### config.mk
export PLATFORM = sky130hd
export DESIGN_NAME = alu_seq_ctrl
export DESIGN_NICKNAME = d
export VERILOG_FILES = /design/src/rtl/alu_seq_ctrl.sv
export SDC_FILE = /design/constraint.sdc
export NUM_CORES = 1
export LEC_CHECK = 0
export ABC_CLOCK_PERIOD_IN_PS = 1800
export BUFFER_PORTS_ARGS = -buffer_cell sky130_fd_sc_hd__buf_2
export CAP_MARGIN = 20
export CORE_MARGIN = 5
export CORE_UTILIZATION = 35
export CTS_CLUSTER_SIZE = 25
export DETAILED_ROUTE_END_ITERATION = 8
export PLACE_DENSITY = 0.72
export SLEW_MARGIN = 20
export SYNTH_ARGS = -nofsm -noshare
export SYNTH_HDL_FRONTEND = slang
export SYNTH_SLANG_ARGS = --single-unit
### constraint.sdc
create_clock -name clk -period 1.8 [get_ports clk]
set_input_delay 0.36 -clock clk [delete_from_list [all_inputs] [get_ports clk]]
set_output_delay 0.36 -clock clk [all_outputs]
set_load 0.02 [all_outputs]
### src/rtl/alu_seq_ctrl.sv
// -----------------------------------------------------------------------------
// alu_seq_ctrl
//
// Sequencing front end for the 8-bit combinational ALU. Accepts accumulator
// style commands on a valid/ready handshake, drives the ALU operand/select
// inputs from registers, captures the ALU result and flags into an
// accumulator, and returns accumulator + flags on a second valid/ready
// handshake.
//
// Optional feature macro: ALU_SEQ_ADC_EN
//   defined   : op 1000 is add-with-carry (ACC + B + C), done as two ALU ADD
//               passes through the extra EXEC2 state.
//   undefined : op 1000 is forwarded to the ALU like any other select.
//
// Ports
//   clk           in   clock, all state changes on the rising edge
//   rst           in   synchronous active-high reset
//   cmd_valid     in   command present
//   cmd_ready     out  block can accept a command (IDLE only)
//   cmd_op[3:0]   in   operation (1111 = LOAD, otherwise ALU select)
//   cmd_data[7:0] in   immediate operand B / LOAD value
//   rsp_valid     out  response present (RESP state)
//   rsp_ready     in   consumer accepts response
//   rsp_acc[7:0]  out  accumulator register
//   rsp_flags[2:0]out  {carry, zero, overflow} registers
//   alu_a[7:0]    out  ALU operand A (registered)
//   alu_b[7:0]    out  ALU operand B (registered)
//   alu_sel[3:0]  out  ALU select (registered)
//   alu_y[7:0]    in   ALU result
//   alu_carry     in   ALU carry / borrow
//   alu_zero      in   ALU zero flag (ignored, zero is derived from alu_y)
//   alu_overflow  in   ALU signed overflow flag
// -----------------------------------------------------------------------------
module alu_seq_ctrl (
  input  logic       clk,
  input  logic       rst,
  input  logic       cmd_valid,
  output logic       cmd_ready,
  input  logic [3:0] cmd_op,
  input  logic [7:0] cmd_data,
  output logic       rsp_valid,
  input  logic       rsp_ready,
  output logic [7:0] rsp_acc,
  output logic [2:0] rsp_flags,
  output logic [7:0] alu_a,
  output logic [7:0] alu_b,
  output logic [3:0] alu_sel,
  input  logic [7:0] alu_y,
  input  logic       alu_carry,
  input  logic       alu_zero,
  input  logic       alu_overflow
);

  localparam logic [3:0] OP_ADD  = 4'b0000;
  localparam logic [3:0] OP_LOAD = 4'b1111;
`ifdef ALU_SEQ_ADC_EN
  localparam logic [3:0] OP_ADC  = 4'b1000;
`endif

  typedef enum logic [1:0] {
    S_IDLE  = 2'd0,
    S_EXEC  = 2'd1,
    S_EXEC2 = 2'd2,
    S_RESP  = 2'd3
  } state_t;

  state_t     r_state;
  logic [7:0] r_acc;
  logic       r_c;
  logic       r_z;
  logic       r_v;
  logic [7:0] r_alu_a;
  logic [7:0] r_alu_b;
  logic [3:0] r_alu_sel;
  logic       r_cmd_ready;
  logic       r_rsp_valid;

  // The zero flag is always recomputed from the captured result so that it
  // matches the accumulator even for LOAD and the two-pass ADC.
  logic w_unused_alu_zero;
  assign w_unused_alu_zero = alu_zero;

  logic w_y_zero;
  assign w_y_zero = (alu_y == 8'h00);

`ifdef ALU_SEQ_ADC_EN
  // ADC bookkeeping: the second pass overwrites alu_a/alu_b, so the original
  // operands are kept to derive overflow of the full A + B + C sum.
  logic       r_is_adc;
  logic [7:0] r_orig_a;
  logic [7:0] r_orig_b;
  logic       r_c1;
  logic       w_adc_v;

  assign w_adc_v = (~r_orig_a[7] & ~r_orig_b[7] &  alu_y[7]) |
                   ( r_orig_a[7] &  r_orig_b[7] & ~alu_y[7]);
`endif

  always_ff @(posedge clk) begin
    if (rst) begin
      r_state     <= S_IDLE;
      r_acc       <= 8'h00;
      r_c         <= 1'b0;
      r_z         <= 1'b0;
      r_v         <= 1'b0;
      r_alu_a     <= 8'h00;
      r_alu_b     <= 8'h00;
      r_alu_sel   <= 4'h0;
      r_cmd_ready <= 1'b0;
      r_rsp_valid <= 1'b0;
`ifdef ALU_SEQ_ADC_EN
      r_is_adc    <= 1'b0;
      r_orig_a    <= 8'h00;
      r_orig_b    <= 8'h00;
      r_c1        <= 1'b0;
`endif
    end else begin
      case (r_state)
        S_IDLE: begin
          // Ready comes up one cycle after reset release and stays up while
          // idle; it drops on the accepting edge.
          r_cmd_ready <= 1'b1;
          if (cmd_valid && r_cmd_ready) begin
            r_cmd_ready <= 1'b0;
            if (cmd_op == OP_LOAD) begin
              // LOAD bypasses the ALU entirely.
              r_acc       <= cmd_data;
              r_c         <= 1'b0;
              r_v         <= 1'b0;
              r_z         <= (cmd_data == 8'h00);
              r_rsp_valid <= 1'b1;
              r_state     <= S_RESP;
            end else begin
              r_alu_a   <= r_acc;
              r_alu_b   <= cmd_data;
              r_alu_sel <= cmd_op;
`ifdef ALU_SEQ_ADC_EN
              r_is_adc  <= (cmd_op == OP_ADC);
              r_orig_a  <= r_acc;
              r_orig_b  <= cmd_data;
              // The ALU has no ADC select; the first pass is a plain ADD.
              if (cmd_op == OP_ADC) begin
                r_alu_sel <= OP_ADD;
              end
`endif
              r_state   <= S_EXEC;
            end
          end
        end

        S_EXEC: begin
`ifdef ALU_SEQ_ADC_EN
          if (r_is_adc) begin
            // Second pass adds the carry that was current before this
            // command; r_c has not been touched yet at this point.
            r_c1      <= alu_carry;
            r_alu_a   <= alu_y;
            r_alu_b   <= {7'b0000000, r_c};
            r_alu_sel <= OP_ADD;
            r_state   <= S_EXEC2;
          end else begin
            r_acc       <= alu_y;
            r_c         <= alu_carry;
            r_v         <= alu_overflow;
            r_z         <= w_y_zero;
            r_rsp_valid <= 1'b1;
            r_state     <= S_RESP;
          end
`else
          r_acc       <= alu_y;
          r_c         <= alu_carry;
          r_v         <= alu_overflow;
          r_z         <= w_y_zero;
          r_rsp_valid <= 1'b1;
          r_state     <= S_RESP;
`endif
        end

`ifdef ALU_SEQ_ADC_EN
        S_EXEC2: begin
          // At most one of the two passes can carry out, so OR is exact.
          r_acc       <= alu_y;
          r_c         <= r_c1 | alu_carry;
          r_v         <= w_adc_v;
          r_z         <= w_y_zero;
          r_is_adc    <= 1'b0;
          r_rsp_valid <= 1'b1;
          r_state     <= S_RESP;
        end
`endif

        S_RESP: begin
          // Response data is the accumulator itself, so it is stable for as
          // long as the response is stalled.
          if (rsp_ready) begin
            r_rsp_valid <= 1'b0;
            r_cmd_ready <= 1'b1;
            r_state     <= S_IDLE;
          end
        end

        default: begin
          r_rsp_valid <= 1'b0;
          r_cmd_ready <= 1'b0;
          r_state     <= S_IDLE;
        end
      endcase
    end
  end

  assign cmd_ready = r_cmd_ready;
  assign rsp_valid = r_rsp_valid;
  assign rsp_acc   = r_acc;
  assign rsp_flags = {r_c, r_z, r_v};
  assign alu_a     = r_alu_a;
  assign alu_b     = r_alu_b;
  assign alu_sel   = r_alu_sel;

endmodule

==> run summary <==
Critical path class -> flop to flop
Largest net degree at the start of global routing -> 36
DP Worst Slack -> 0.261 ns
Post-synth EDFFs -> 0
CP Capture Type -> flop
Power per Cell Area -> 1320 nW/µm²
Wire length per cell -> 13.4 µm
Grt ovf -> 0
Routed WL -> 3560 µm
First-pass GRT wire length -> 5820 µm
Area grow syn2layout -> 24.0%
Antenna-violating nets left -> 0
IO Pins -> 60
WHS -> 0.343 ns
Async set-reset flop share out of synthesis -> 0%
Area of the mapped netlist -> 1590 µm²
Core area -> 4380 µm²
Fin Setup TNS -> 0 ns
HP Class -> primary input to flop
Maximum clock insertion buffer count -> 2
GRT Util Overall -> 11.9%
Number of core rows -> 24
Power, Total -> 2.62 mW
Post-synth top flop -> dfxtp_1
Yosys cell types -> 30
Design area -> 1980 µm²
Top sig layer -> met4
Worst path required time -> 1.99 ns
Max-slew violations -> 0
Worst-Margin Slew -> 0.723 ns
Critical Path Source Type -> flop
Post-Synthesis Net Count -> 188
Final design utilization -> 45.1%
Seq cells post-synth -> 35
Die H -> 77.5 µm
Final Skew -> 0.00178 ns
Final Wtd Congestion -> 0.697
Port bufs -> 58
DR WL met2 -> 1640 µm
Non-Filler Instances -> 266
Final setup violation count -> 0
Worst-Skew Late Latency -> 0.28 ns
Syn Area/Cell -> 10.2 µm²
Hold bufs inserted after CTS -> 0
Post-cts resize count -> 0
Max Fclk -> 0.643 GHz
Placed cell area -> 1900 µm²
Worst slew margin -> 51.8%
Initial Util -> 36.4%
Register area share after synthesis -> 44.0%
Ys Warns -> 0
RSZ-0062 raised after global routing -> no
Die ar. -> 6000 µm²
Vias in the first global route -> 1280
Cell count after synthesis -> 157
Max-Cap Viols -> 0
DRT Pass-1 Iters -> 4
Initial antenna violation count -> 0
P_leak -> 1.00 nW
Status -> finished clean
Num CTS Buffers -> 5
M1 WL -> 1660 µm
Layout cells sized above 1 -> 38.8%
Nets -> 244
CP Data Arrival Time -> 1.75 ns
Max VDD drop -> 0.453 mV
R2R depth -> 7
Post-CTS setup buffer count -> 0
Met3 WL -> 183 µm
CTS clk-pin slew, worst paths -> 0.07 ns
Flop2flop setup slack -> 0.24 ns
Crit path max fanout -> 20
Clock root buffer -> clkbuf_8
Via count -> 1287
CTS tree -> yes
Hold path cells -> 3
Initial detailed-routing violation count -> 42
Final period utilization -> 86.4%
CTS Sinks -> 35
Fin worst setup slack -> 0.244 ns
Max H-tree Level -> 2
Number of diodes -> 0
Inst Count DP -> 258
Vias per cell -> 4.84
Final min period -> 1.56 ns
Half-perimeter wire length after detailed placement -> 2660 µm
Chip width -> 77.5 µm
Final Hold Vio Count -> 0
DR DRC count -> 0
==> final timing paths <==
| check | startpoint | end |
|---|---|---|
| worst max-delay path | r_state[0] | r_z |
| worst min register to register | r_c | r_c |
| worst min-delay path | alu_carry | r_c |
| worst max register to register | r_state[0] | r_z |
==> flip-flops by register name (all words and copies together) (netlist names) <==
name       flops
r_c            1
alu_sel        4
r_state        2
rsp_valid      1
r_z            1
alu_b          8
alu_a          8
r_v            1
cmd_ready      1
rsp_acc        8
==> where the power goes <==
group	total, mW	switching, mW	internal (mW)
logic	1.09	0.640	0.448
clock network	0.541	0.269	0.271
registers	0.987	0.0860	0.901
total	2.62	0.995	1.62
==> cells by family after synthesis <==
logic type	share of synthesized area, %
AND/OR/NAND/NOR	15.9
flip-flops	44.0
multiplexers	18.2
AO/OA/AOI/OAI	11.9
buffers and inverters	6.98
adder cells (fa/ha/maj)	3.14
==> per-layer routing <==
layer  track usage (%)  vias up
li1                  -      658
met1              14.8      587
met2              19.2       35
met3              2.66        7
met4              6.19        0
met5                 0        -
==> area by class of cell <==
type                            instances  area, µm²
Timing Repair Buffer                   62        333
Fill cell                             448       2410
Clock buffer                            7       76.3
Sequential cell                        35        701
Tap cell                               52       65.1
Inverter                                4       15.0
Clock inverter                          1       5.00
Multi-Input combinational cell        105        782
==> worst max-delay path, cell delays in order, from the launching register on <==
cell,delay (ns)
dfxtp_1,0.34
inv_1,0.09
ha_1,0.29
nand3_2,0.14
o22ai_2,0.15
buf_12,0.19
nor2_2,0.05
a311oi_2,0.21
==> Yosys cell counts (2+ instances only) <==
cell	count	area share, %
a211oi_2	8	6.3
nor3_1	3	0.94
nor2_1	33	7.8
o221ai_1	2	1.1
clkbuf_1	2	0.47
ha_1	4	3.1
buf_4	4	1.9
nor4_1	2	0.78
nand4_1	2	0.78
nand3_1	2	0.63
buf_6	4	2.8
mux2i_1	29	18
nand3_2	2	1.3
nand2_1	3	0.71
inv_1	3	0.71
dfxtp_1	35	44
o21ai_0	2	0.63
a21oi_1	5	1.6
==> placed cells by master (no fill, tap or decap), types with 3 or more instances in the layout <==
cell and instances:
nor3_1 3, nand2_1 3, clkbuf_8 5, buf_2 58, mux2i_1 29, dfxtp_1 35, inv_1 3, ha_1 4
a211oi_2 8, nor2_1 33, buf_4 3, a21oi_1 5
No activity file was read; power rests on OpenSTA's default activity.
